**config.mk**
```make
export PLATFORM = sky130hd
export DESIGN_NAME = spi_subnode_param
export DESIGN_NICKNAME = d
export VERILOG_FILES = /design/src/rtl/spi_subnode_param_pkg.sv /design/src/rtl/spi_shift_reg.sv /design/src/rtl/spi_subnode_param.sv
export SDC_FILE = /design/constraint.sdc
export NUM_CORES = 1
export LEC_CHECK = 0
export CORE_AREA = 2 2 278 280
export DETAILED_ROUTE_END_ITERATION = 6
export DIE_AREA = 0 0 280 282
export PLACE_DENSITY = 0.72
export SYNTH_ARGS = -nofsm -noshare
export SYNTH_HDL_FRONTEND = slang
export SYNTH_SLANG_ARGS = --single-unit
export TNS_END_PERCENT = 20
```
**constraint.sdc**
```tcl
create_clock -name sck -period 10.85 [get_ports sck]
set_clock_uncertainty 0.05 [all_clocks]
set_input_delay 2.17 -clock sck [delete_from_list [all_inputs] [get_ports sck]]
set_output_delay 2.17 -clock sck [all_outputs]
set_load 0.01 [all_outputs]
```
**src/rtl/spi_subnode_param_pkg.sv**
```systemverilog
`timescale 1ns/1ps
// Shared FSM encoding and sizing helpers for the SPI subnode.
package spi_subnode_param_pkg;

   typedef enum logic [1:0] {
      ST_CMD  = 2'd0,
      ST_WR   = 2'd1,
      ST_RD   = 2'd2,
      ST_DONE = 2'd3
   } spi_state_e;

   function automatic int unsigned max2(input int unsigned a, input int unsigned b);
      return (a > b) ? a : b;
   endfunction

endpackage

```
**src/rtl/spi_shift_reg.sv**
```systemverilog
`timescale 1ns/1ps
// Shift register: parallel load and serial-in on sck rise, MSB launched on sck fall.
module spi_shift_reg #(
   parameter int unsigned W = 128
) (
   input  logic         sck_i,
   input  logic         rst_n_i,
   input  logic         load_i,
   input  logic [W-1:0] load_val_i,
   input  logic         shift_i,
   input  logic         sin_i,
   input  logic         out_en_i,
   output logic [W-2:0] q_low_o,
   output logic         sout_o
);

   logic [W-1:0] sr_q;
   logic         sout_q;

   always_ff @(posedge sck_i or negedge rst_n_i) begin
      if (!rst_n_i) begin
         sr_q <= '0;
      end else if (load_i) begin
         sr_q <= load_val_i;
      end else if (shift_i) begin
         sr_q <= {sr_q[W-2:0], sin_i};
      end
   end

   // Idles high whenever no read is in progress.
   always_ff @(negedge sck_i or negedge rst_n_i) begin
      if (!rst_n_i) begin
         sout_q <= 1'b1;
      end else begin
         sout_q <= out_en_i ? sr_q[W-1] : 1'b1;
      end
   end

   assign q_low_o = sr_q[W-2:0];
   assign sout_o  = sout_q;

endmodule

```
**src/rtl/spi_subnode_param.sv**
```systemverilog
`timescale 1ns/1ps
// SPI mode-0 subnode: host-writable data/mode registers, read-only state words,
// commit-on-last-bit writes, snapshot reads and per-index write-done toggles.
module spi_subnode_param
   import spi_subnode_param_pkg::*;
#(
   parameter int unsigned NUM_REGS    = 3,
   parameter int unsigned REG_W       = 128,
   parameter int unsigned STATE_WORDS = 5,
   parameter int unsigned STATE_W     = 64,
   parameter int unsigned MODE_W      = 3,
   parameter int unsigned CMD_W       = 5
) (
   input  logic                           sck,
   input  logic                           rst_n,
   input  logic                           csb,
   input  logic                           mosi,
   output logic                           miso,
   output logic [MODE_W-1:0]              operation_mode,
   output logic [NUM_REGS*REG_W-1:0]      regs_flat,
   input  logic [STATE_WORDS*STATE_W-1:0] state_flat,
   output logic [NUM_REGS:0]              wr_toggle
);

   localparam int unsigned MODE_IDX   = NUM_REGS;
   localparam int unsigned STATE_BASE = NUM_REGS + 1;
   localparam int unsigned STATE_END  = STATE_BASE + STATE_WORDS;
   localparam int unsigned RD_BIT     = CMD_W - 1;
   localparam int unsigned SR_W       = max2(REG_W, STATE_W);
   localparam int unsigned CNT_W      = $clog2(max2(max2(SR_W, MODE_W), CMD_W));

   if (((1 << (CMD_W - 1)) < STATE_END) || (MODE_W > SR_W)) begin : g_param_check
      $error("spi_subnode_param: command index space too small for register map");
   end

   spi_state_e         state_q;
   spi_state_e         dec_state;
   logic [CNT_W-1:0]   cnt_q;
   logic [CNT_W-1:0]   dec_len_m1;
   logic [CMD_W-2:0]   cmd_q;
   logic [CMD_W-1:0]   cmd_full;
   logic [31:0]        dec_idx;
   logic [31:0]        tgt_idx;
   logic               dec_last;
   logic               frm_rst_n;
   logic               commit;
   logic [SR_W-1:0]    snap;
   logic [SR_W-2:0]    sr_low;
   logic [SR_W-1:0]    wr_data;
   logic [MODE_W-1:0]  mode_q;
   logic [NUM_REGS:0]  tog_q;

   // Frame logic is held in reset for the whole time csb is high.
   assign frm_rst_n = rst_n & ~csb;
   assign dec_last  = (state_q == ST_CMD) && (cnt_q == CNT_W'(CMD_W - 1));
   assign tgt_idx   = 32'(cmd_q);
   assign commit    = (state_q == ST_WR) && (cnt_q == '0);
   assign wr_data   = {sr_low, mosi};

   always_comb begin
      cmd_full   = {cmd_q, mosi};
      dec_idx    = 32'(cmd_full[CMD_W-2:0]);
      dec_state  = ST_DONE;
      dec_len_m1 = '0;
      snap       = '0;
      if (dec_idx < NUM_REGS) begin
         dec_state  = cmd_full[RD_BIT] ? ST_RD : ST_WR;
         dec_len_m1 = CNT_W'(REG_W - 1);
         for (int unsigned k = 0; k < NUM_REGS; k++) begin
            if (dec_idx == k) snap[SR_W-1 -: REG_W] = regs_flat[k*REG_W +: REG_W];
         end
      end else if (dec_idx == MODE_IDX) begin
         dec_state  = cmd_full[RD_BIT] ? ST_RD : ST_WR;
         dec_len_m1 = CNT_W'(MODE_W - 1);
         snap[SR_W-1 -: MODE_W] = mode_q;
      end else if (cmd_full[RD_BIT] && (dec_idx < STATE_END)) begin
         dec_state  = ST_RD;
         dec_len_m1 = CNT_W'(STATE_W - 1);
         for (int unsigned k = 0; k < STATE_WORDS; k++) begin
            if (dec_idx == STATE_BASE + k) snap[SR_W-1 -: STATE_W] = state_flat[k*STATE_W +: STATE_W];
         end
      end
   end

   always_ff @(posedge sck or negedge frm_rst_n) begin
      if (!frm_rst_n) begin
         state_q <= ST_CMD;
         cnt_q   <= '0;
         cmd_q   <= '0;
      end else begin
         unique case (state_q)
            ST_CMD: begin
               cmd_q <= cmd_full[CMD_W-2:0];
               if (dec_last) begin
                  state_q <= dec_state;
                  cnt_q   <= dec_len_m1;
               end else begin
                  cnt_q <= cnt_q + CNT_W'(1);
               end
            end
            ST_WR, ST_RD: begin
               if (cnt_q == '0) state_q <= ST_DONE;
               else             cnt_q   <= cnt_q - CNT_W'(1);
            end
            default: ;
         endcase
      end
   end

   spi_shift_reg #(.W(SR_W)) u_sr (
      .sck_i      (sck),
      .rst_n_i    (frm_rst_n),
      .load_i     (dec_last && (dec_state == ST_RD)),
      .load_val_i (snap),
      .shift_i    ((state_q == ST_WR) || (state_q == ST_RD)),
      .sin_i      (mosi),
      .out_en_i   (state_q == ST_RD),
      .q_low_o    (sr_low),
      .sout_o     (miso)
   );

   for (genvar k = 0; k < NUM_REGS; k++) begin : g_reg
      logic [REG_W-1:0] reg_q;
      always_ff @(posedge sck or negedge rst_n) begin
         if (!rst_n)                      reg_q <= '0;
         else if (commit && tgt_idx == k) reg_q <= wr_data[REG_W-1:0];
      end
      assign regs_flat[k*REG_W +: REG_W] = reg_q;
   end

   always_ff @(posedge sck or negedge rst_n) begin
      if (!rst_n) begin
         mode_q <= '0;
         tog_q  <= '0;
      end else if (commit) begin
         if (tgt_idx == MODE_IDX) mode_q <= wr_data[MODE_W-1:0];
         for (int unsigned k = 0; k <= NUM_REGS; k++) begin
            if (tgt_idx == k) tog_q[k] <= ~tog_q[k];
         end
      end
   end

   assign operation_mode = mode_q;
   assign wr_toggle      = tog_q;

endmodule

```
Yosys cells after proc, flatten, opt, wreduce, memory -nomap -nowiden
Cells that the tools add are included.
{ "word_totals": {"regBits": 533, "latch_bits": 0, "mem_bits_rw": 0, "mem_bits_ro": 0, "out_inout_bits": 392, "mem_count": 0} }
{ "op_classes": {"add_sub_neg": 2, "n_mul": 0, "div_mod_pow": 0, "n_lt_le_gt_ge": 2, "eq_ne": 18, "shift": 0, "muxes": 29, "bitwise": 6, "reduce_logical": 21} }
{ "op_table": {"columns": ["cell", "count"], "rows": [
  ["$mux 128", 5],
  ["$mux 64", 8],
  ["$mux 61", 1],
  ["$logic_not 32->1", 1],
  ["$mux 7", 3],
  ["$eq 4x2->1 const B", 4],
  ["$eq 4x3->1 const B", 4],
  ["$pmux 7 s2", 1],
  ["$mux 6", 2],
  ["$mux 2", 5],
  ["$reduce_and 2->1", 5],
  ["$eq 4x1->1 const B", 2],
  ["$add 7x1->7 const B", 1],
  ["$eq 7x3->1 const B", 1],
  ["$logic_and 1x1->1", 7],
  ["$logic_not 7->1", 1],
  ["$sub 7x1->7 const B", 1],
  ["$ne 2x2->1 const B", 3],
  ["$not 1->1", 5],
  ["$eq 2x2->1 const B", 2],
  ["$eq 4x4->1 const B", 1],
  ["$logic_not 4->1", 1],
  ["$lt 4x2->1 const B", 1],
  ["$lt 4x4->1 const B", 1],
  ["10 further kinds", 12]
]} }

Longest topological paths before layout
Gate-level depths: netlist (run 1).
{ "logic_depth": {"word_depth": 10, "depth_mapped": 11, "depth_no_buf": 7} }

By module
A second synthesis (run 1) with hierarchy kept.
{ "unflattened": {"hier_cells": 2372, "hier_area_um2": 29313.1} }
{ "modules_own_cells": {"columns": ["module", "instances", "cells_per_inst", "area_per_inst_um2", "seq_area_each_um2"], "rows": [
  ["spi_subnode_param", 1, 1688, 22376.5, 10109.7],
  ["spi_shift_reg", 1, 684, 6936.7, 3229.3]
]} }

==> impl_table.tex, run 1 <==
\begin{tabular}{lr}
\hline
Metric & Value \\
\hline
\multicolumn{2}{l}{\textbf{Outcome}} \\
\quad Run status & finished with violations \\
\quad Violations in the final reports & DRC \\
\multicolumn{2}{l}{\textbf{Placement}} \\
\quad Dpl hpwl & 64600 um \\
\quad Setup slack at placement & 2.102 ns \\
\quad Routability-driven placement congestion ratio & 0.8206 \\
\quad Port Buf Inserts & 715 \\
\multicolumn{2}{l}{\textbf{Yosys}} \\
\quad Net count of the mapped netlist & 2476 \\
\quad Cell taking the most area after synthesis & sky130\_fd\_sc\_hd\_\_dfrtp\_1 \\
\quad Synthesized area & 26720 um\^{}2 \\
\quad Main area contributors after synthesis & sky130\_fd\_sc\_hd\_\_dfrtp\_1 (50\%), sky130\_fd\_sc\_hd\_\_mux2\_2 (17\%), sky130\_fd\_sc\_hd\_\_mux2i\_1 (9.6\%) \\
\quad Average cell area after synthesis & 12.45 um\^{}2 \\
\quad Flip-flop and latch count after synthesis & 533 \\
\quad Count of unique library cells instantiated by Yosys & 55 \\
\quad Fraction of synthesis flops using an asynchronous set or reset pin & 100.0\% \\
\quad Top cell type's share of synthesized area & 49.82\% \\
\quad EDFF count, synth & 0 \\
\quad Number of instances in the synthesized netlist & 2146 \\
\quad Dominant register cell in the synthesized netlist & sky130\_fd\_sc\_hd\_\_dfrtp\_1 \\
\quad Sequential cell area fraction in the yosys report & 49.92\% \\
\quad Number of synthesis warnings & 0 \\
\multicolumn{2}{l}{\textbf{Final layout}} \\
\quad Top library cells by usage in the layout, fill and taps aside & sky130\_fd\_sc\_hd\_\_clkdlybuf4s50\_1 (713), sky130\_fd\_sc\_hd\_\_dfrtp\_1 (531), sky130\_fd\_sc\_hd\_\_mux2\_2 (396), sky130\_fd\_sc\_hd\_\_mux2i\_1 (256), sky130\_fd\_sc\_hd\_\_o22ai\_1 (127) \\
\quad Area growth, synth to finish & 36.21\% \\
\quad Flip-flop and latch area & 13340 um\^{}2 \\
\quad Most common cell after layout, fill and taps aside & sky130\_fd\_sc\_hd\_\_clkdlybuf4s50\_1 \\
\quad Footprint of the multi-input gates & 12390 um\^{}2 \\
\quad Final nets & 3100 \\
\quad Filler Cell Count & 6866 \\
\quad Share of layout cells above drive strength 1 & 19.23\% \\
\multicolumn{2}{l}{\textbf{Die}} \\
\quad IO Count & 716 \\
\quad Placeable core area & 75700 um\^{}2 \\
\quad Horiz. Die Dim & 280 um \\
\quad Floorplan die area & 78960 um\^{}2 \\
\quad Initial cell density of the core & 35.30\% \\
\quad Placement Rows & 101 \\
\quad Die outline height & 282 um \\
\multicolumn{2}{l}{\textbf{Drt}} \\
\quad Count of routing violations after the opening detailed-route iteration & 1695 \\
\quad Vias per inst & 5.593 \\
\quad Remaining number of nets flagged by the antenna check after routing & 0 \\
\quad Drc violations & 3 \\
\quad Routed wirelength normalized by instance count & 25.52 um \\
\quad Initial DRT Pass Iterations & 7 \\
\quad Highest metal layer with signal wires & met5 \\
\quad Vias after detailed routing & 21270 \\
\quad Total length of routed wires & 97060 um \\
\quad Met3 WL post-DR & 9104 um \\
\quad Detailed-routing wirelength on met1 & 40140 um \\
\quad Met2 wire len & 44930 um \\
\multicolumn{2}{l}{\textbf{Global route}} \\
\quad Largest net degree at the start of global routing & 194 \\
\quad Global-route wire length before repair & 141800 um \\
\quad GRT overflow & 0 \\
\quad Via count of the first global-routing pass & 20953 \\
\quad Antenna violations before repair & 13 \\
\quad Combined global-route utilization of all metal layers & 23.56\% \\
\multicolumn{2}{l}{\textbf{Clocking}} \\
\quad TritonCTS Buffers & 58 \\
\quad Post-CTS setup buffer count & 0 \\
\quad Total number of H-tree levels & 2 \\
\quad Clock latency reported for the late side of the worst-skew pair & 0.61 ns \\
\quad Count of clock tree sinks & 533 \\
\quad Hold buffer count at CTS & 0 \\
\quad Count of instances resized after the clock tree is built & 0 \\
\quad TritonCTS clock tree & built \\
\quad Buffer depth of the longest clock path & 3 \\
\quad CTS root buffer & sky130\_fd\_sc\_hd\_\_clkbuf\_16 \\
\quad Clock transition at the registers of the reported paths & 0.06 ns \\
\multicolumn{2}{l}{\textbf{STA}} \\
\quad Finish-stage setup viols & 0 \\
\quad Setup TNS & 0 ns \\
\quad Number of endpoints with negative hold slack in the final report & 0 \\
\quad Slew of the pin with the lowest slew margin & 1.192 ns \\
\quad Worst slew margin relative to its limit & 20.55\% \\
\quad Pins Over Slew Limit & 0 \\
\quad Setup repair after global routing missed its margin & false \\
\quad Final worst setup slack & 1.456 ns \\
\multicolumn{2}{l}{\textbf{Worst setup path}} \\
\quad Worst path cell trace & clkdlybuf4s50\_1 \\
\quad Kind of launch point of the worst setup path & flip-flop \\
\quad Data arrival at the endpoint of the critical path & 7.17 ns \\
\quad Critical Path Sink Type & primary output \\
\quad Data required time at the worst endpoint & 8.63 ns \\
\quad Crit-path leading delay family & flip-flops \\
\quad Maximum cell stage delay along the critical path & 0.56 ns \\
\quad Count of buffering cells on the critical path with inverters included & 1 \\
\quad Type of the worst setup path & reg -> out \\
\quad Worst Path Max Fanout & 1 \\
\quad Library cell contributing the largest single delay on the critical path & sky130\_fd\_sc\_hd\_\_dfstp\_2 \\
\multicolumn{2}{l}{\textbf{Power}} \\
\quad Power density over cell area & 117.7 nW/um\^{}2 \\
\quad Leakage power figure & 16.82 nW \\
\quad Max rail drop VDD & 0.0001228 V \\
\multicolumn{2}{l}{\textbf{Min path}} \\
\quad Worst hold path class & reg -> reg \\
\multicolumn{2}{l}{\textbf{Job}} \\
\quad Number of max-cap violations & 0 \\
\hline
\end{tabular}
[sequential cells by signal, indices dropped and copies added, names as in the netlist]
name            cells
u_sr.sr_q         128
u_sr.sout_o         1
wr_toggle           4
operation_mode      3
g.reg_q           384
state_q             2
cnt_q               7
cmd_q               4
[final timing paths]
kind                                                from                             end  slack [ns]  cells past startpoint
worst max register to register    state_q[0]$_DFFE_PN0P_           u_sr.sout_o$_DFF_NN1_        4.57                      3
max in group asynchronous                            csb           u_sr.sout_o$_DFF_NN1_        3.19                      2
worst min register to register  wr_toggle[0]$_DFFE_PN0P_        wr_toggle[0]$_DFFE_PN0P_        0.42                      1
worst min-delay path            wr_toggle[0]$_DFFE_PN0P_        wr_toggle[0]$_DFFE_PN0P_        0.42                      1
min in group asynchronous                          rst_n  g_reg[2].reg_q[40]$_DFFE_PN0P_        1.43                      1
worst max-delay path               u_sr.sout_o$_DFF_NN1_                            miso        1.46                      1
[area by class of cell]
class	instances	area share, %
antenna	7	0.04813
clock buffer	89	4.610
clock inverter	20	0.6532
inverter	12	0.1238
multi-input combinational	1413	34.04
sequential	533	36.66
tap	978	3.362
timing repair buffer	751	20.50
[per-layer routing]
layer / up-vias / track usage, %
met5: - / 0
met4: 8 / 7.350
met3: 156 / 7.516
met2: 787 / 37.52
met1: 10970 / 30.51
li1: 9349 / -
[cells in the mapped netlist, drive strengths merged, types with 63 or more instances]
master and n:
a21oi 74, a222oi 64, a2bb2oi 63, buf 69, clkbuf 118, dfrtp 532, mux2 514, mux2i 256
nand2 74, nor2 78, o21ai 80, o22ai 127
[power by group]
part | total, mW | internal (mW) | leakage, nW | switching, mW
Clock | 2.00 | 1.16 | 0.940 | 0.838
Sequential | 2.01 | 2.00 | 7.05 | 0.0153
Combinational | 0.272 | 0.157 | 8.83 | 0.115
[logic make-up after synthesis]
group | count (synthesis) | share of synthesized area [%]
muxes | 770 | 31.25
xor gates and xnor gates | 4 | 0.1311
and+or+nand+nor | 200 | 3.353
DFF | 533 | 49.92
buffers and inverters | 200 | 3.990
adders and majority gates | 6 | 0.2810
AOI/OAI and AO/OA | 433 | 11.07
[per-stage QoR]
stage	total power [mW]	hold WS, ns	cell area [um^2]	instances	util [%]
after detailed placement	2.322	0.4081	34470	3688	45.53
after floorplan	2.132	0.4539	26730	2146	-
after global routing	4.432	0.4480	36390	3800	48.07
after global placement	2.320	0.4084	34470	3688	45.53
after CTS	4.331	0.4253	36380	3796	48.06
final	4.283	0.4226	36390	3803	48.08
Power figures use the tool's default switching activity.
==> run 2: changes to the inputs <==
- CTS_CLUSTER_SIZE: unset -> 20
==> results of run 2 <==
Final layout, timing and power as in run 1 (identical DEF).
==> run 3: changes to the inputs <==
- MAX_ROUTING_LAYER: unset -> met4
- SETUP_SLACK_MARGIN: unset -> 0.3
==> run 3 against run 2 <==
The run still ends with DRC left. Routed wire length about the same. Sequential power is essentially flat. Critical path depth is the same. Global-route usage up 0.71 points. Setup slack improved by 0.030 ns. Via count shrank 0.68%. Final cell count rose by 0.16%. Total power about the same. Largest power group unchanged.
==> impl_table.tex, run 3 (synthesis gave the netlist of run 1 again) <==
\begin{tabular}{lr}
\hline
Metric & Value \\
\hline
\multicolumn{2}{l}{\textbf{Global route}} \\
\quad Via count of the first global-routing pass & 20942 (was 20953) \\
\quad M2 GR Usage & 37.70\% (was 37.52\%) \\
\quad GR met3 Demand/Resource & 7.449\% (was 7.516\%) \\
\quad Combined global-route utilization of all metal layers & 24.27\% (was 23.56\%) \\
\quad Most used routing layer in global routing & met2 (unchanged) \\
\quad Largest net degree at the start of global routing & 194 (unchanged) \\
\quad Antenna violations before repair & 12 (was 13) \\
\quad Global-route wire length before repair & 141900 um (was 141800 um) \\
\quad Met1 usage in global routing & 30.50\% (was 30.51\%) \\
\quad GRT overflow & 0 (unchanged) \\
\multicolumn{2}{l}{\textbf{Final layout}} \\
\quad Filler Cell Count & 6864 (was 6866) \\
\quad Final non-filler cell total & 3809 (was 3803) \\
\quad Largest register FFs & 384 (unchanged) \\
\quad Final nets & 3100 (unchanged) \\
\quad Footprint of the multi-input gates & 12390 um\^{}2 (unchanged) \\
\quad Area growth, synth to finish & 36.27\% (was 36.21\%) \\
\quad Most common cell after layout, fill and taps aside & sky130\_fd\_sc\_hd\_\_clkdlybuf4s50\_1 (unchanged) \\
\quad Final Core Density & 48.10\% (was 48.08\%) \\
\quad Flip-flop and latch area & 13340 um\^{}2 (unchanged) \\
\quad Top flop regs & g.reg\_q x384, u\_sr.sr\_q x128, cnt\_q x7 (unchanged) \\
\quad Register ranked first by flip-flop count & g.reg\_q (unchanged) \\
\quad Share of layout cells above drive strength 1 & 19.23\% (unchanged) \\
\quad Top library cells by usage in the layout, fill and taps aside & sky130\_fd\_sc\_hd\_\_clkdlybuf4s50\_1 (713), sky130\_fd\_sc\_hd\_\_dfrtp\_1 (531), sky130\_fd\_sc\_hd\_\_mux2\_2 (396), sky130\_fd\_sc\_hd\_\_mux2i\_1 (256), sky130\_fd\_sc\_hd\_\_o22ai\_1 (127) (unchanged) \\
\multicolumn{2}{l}{\textbf{Worst setup path}} \\
\quad Library cell contributing the largest single delay on the critical path & sky130\_fd\_sc\_hd\_\_clkdlybuf4s50\_1 (was sky130\_fd\_sc\_hd\_\_dfstp\_2) \\
\quad Worst path cell trace & clkdlybuf4s50\_1 (unchanged) \\
\quad Type of the worst setup path & reg -> out (unchanged) \\
\quad Data arrival at the endpoint of the critical path & 7.14 ns (was 7.17 ns) \\
\quad Count of buffering cells on the critical path with inverters included & 1 (unchanged) \\
\quad Crit-path leading delay family & buffers and inverters (was flip-flops) \\
\quad Data required time at the worst endpoint & 8.63 ns (about the same) \\
\quad Critical Path Sink Type & primary output (unchanged) \\
\quad Maximum cell stage delay along the critical path & 0.55 ns (was 0.56 ns) \\
\quad Kind of launch point of the worst setup path & flip-flop (unchanged) \\
\quad Worst Path Max Fanout & 1 (unchanged) \\
\multicolumn{2}{l}{\textbf{STA}} \\
\quad Worst slew margin relative to its limit & 16.45\% (was 20.55\%) \\
\quad Hold Worst Slack & 0.4217 ns (was 0.4226 ns) \\
\quad Setup repair after global routing missed its margin & false (unchanged) \\
\quad Pins Over Slew Limit & 0 (unchanged) \\
\quad Slew of the pin with the lowest slew margin & 1.253 ns (was 1.192 ns) \\
\quad Setup TNS & 0 ns (unchanged) \\
\quad Number of endpoints with negative hold slack in the final report & 0 (unchanged) \\
\quad Finish-stage setup viols & 0 (unchanged) \\
\multicolumn{2}{l}{\textbf{Power}} \\
\quad Leakage power figure & 16.82 nW (about the same) \\
\quad Cell internal power dissipation & 3.315 mW (about the same) \\
\quad Share of power burned in registers & 47.0\% (about the same) \\
\quad Clock network fraction of total power & 46.7\% (about the same) \\
\quad Logic pwr share & 6.3\% (about the same) \\
\quad Net switching component of the power & 0.9672 mW (was 0.9679 mW) \\
\quad Power density over cell area & 117.6 nW/um\^{}2 (was 117.7 nW/um\^{}2) \\
\quad Max rail drop VDD & 0.0001229 V (was 0.0001228 V) \\
\quad Switching Share & 22.59\% (was 22.60\%) \\
\multicolumn{2}{l}{\textbf{Placement}} \\
\quad Placed cell count & 3688 (unchanged) \\
\quad Port Buf Inserts & 715 (unchanged) \\
\quad Dpl hpwl & 64600 um (unchanged) \\
\quad Routability-driven placement congestion ratio & 0.8329 (was 0.8206) \\
\multicolumn{2}{l}{\textbf{Clocking}} \\
\quad Clock latency reported for the late side of the worst-skew pair & 0.62 ns (was 0.61 ns) \\
\quad Post-CTS setup buffer count & 0 (unchanged) \\
\quad Count of clock tree sinks & 533 (unchanged) \\
\quad CTS root buffer & sky130\_fd\_sc\_hd\_\_clkbuf\_16 (unchanged) \\
\quad Total number of H-tree levels & 2 (unchanged) \\
\quad Hold buffer count at CTS & 0 (unchanged) \\
\quad Clock transition at the registers of the reported paths & 0.06 ns (about the same) \\
\quad Buffer depth of the longest clock path & 3 (unchanged) \\
\quad Count of instances resized after the clock tree is built & 0 (unchanged) \\
\quad TritonCTS clock tree & built (unchanged) \\
\quad TritonCTS Buffers & 58 (unchanged) \\
\multicolumn{2}{l}{\textbf{Drt}} \\
\quad Count of routing violations after the opening detailed-route iteration & 1674 (was 1695) \\
\quad Vias after detailed routing & 21126 (was 21270) \\
\quad Initial DRT Pass Iterations & 7 (unchanged) \\
\quad Vias per inst & 5.546 (was 5.593) \\
\quad Drc violations & 1 (was 3) \\
\quad Remaining number of nets flagged by the antenna check after routing & 0 (unchanged) \\
\quad Routed wirelength normalized by instance count & 25.46 um (was 25.52 um) \\
\quad Total length of routed wires & 96990 um (was 97060 um) \\
\multicolumn{2}{l}{\textbf{Outcome}} \\
\quad Violations in the final reports & DRC (unchanged) \\
\quad Run status & finished with violations (unchanged) \\
\multicolumn{2}{l}{\textbf{Die}} \\
\quad Horiz. Die Dim & 280 um (unchanged) \\
\quad Placement Rows & 101 (unchanged) \\
\quad Placeable core area & 75700 um\^{}2 (unchanged) \\
\quad Initial cell density of the core & 35.30\% (unchanged) \\
\quad Die outline height & 282 um (unchanged) \\
\quad Floorplan die area & 78960 um\^{}2 (unchanged) \\
\quad IO Count & 716 (unchanged) \\
\multicolumn{2}{l}{\textbf{Job}} \\
\quad Number of max-cap violations & 0 (unchanged) \\
\multicolumn{2}{l}{\textbf{Min path}} \\
\quad Worst hold path class & reg -> reg (unchanged) \\
\hline
\end{tabular}
## run 3: final cells by class
class,instances,share of cell area [%]
antenna,13,0.08935
clock buffer,89,4.608
clock inverter,20,0.6529
inverter,12,0.1237
multi-input combinational,1413,34.02
sequential,533,36.65
tap,978,3.361
timing repair buffer,751,20.49
## run 3: routing by layer
metal / routed length, um / part of all wire [%]
met1: 40230 / 41
met2: 45510 / 47
met3: 8743 / 9.0
met4: 2509 / 2.6
met5: 0 / 0
## run 3: power groups by stage
stage | registers [mW] | logic (mW) | clock network, mW
after floorplan | 2.04 | 0.0885 | 0.00115
after global placement | 2.05 | 0.270 | 0.00115
after detailed placement | 2.05 | 0.272 | 0.00115
after CTS | 2.01 | 0.274 | 2.05
after global routing | 2.01 | 0.289 | 2.13
final | 2.01 | 0.271 | 2.00
## run 3: worst paths after layout
path / startpoint / end / slack, ns / cells past startpoint
setup / recovery: u_sr.sout_o$_DFF_NN1_ / miso / 1.49 / 1
min in group asynchronous: rst_n / g_reg[2].reg_q[40]$_DFFE_PN0P_ / 1.44 / 1
setup reg to reg: state_q[0]$_DFFE_PN0P_ / u_sr.sout_o$_DFF_NN1_ / 4.57 / 3
max in group asynchronous: csb / u_sr.sout_o$_DFF_NN1_ / 3.18 / 2
hold reg to reg: wr_toggle[0]$_DFFE_PN0P_ / wr_toggle[0]$_DFFE_PN0P_ / 0.42 / 1
hold / removal: wr_toggle[0]$_DFFE_PN0P_ / wr_toggle[0]$_DFFE_PN0P_ / 0.42 / 1
## run 3: metrics by stage
stage          power, mW  setup WS [ns]  instance area [um^2]
3_5_place_dp       2.322          2.102                 34470
3_3_place_gp       2.320          2.101                 34470
4_1_cts            4.331          1.423                 36380
6_report           4.282          1.486                 36410
2_1_floorplan      2.132          1.089                 26730
5_1_grt            4.431          1.400                 36400
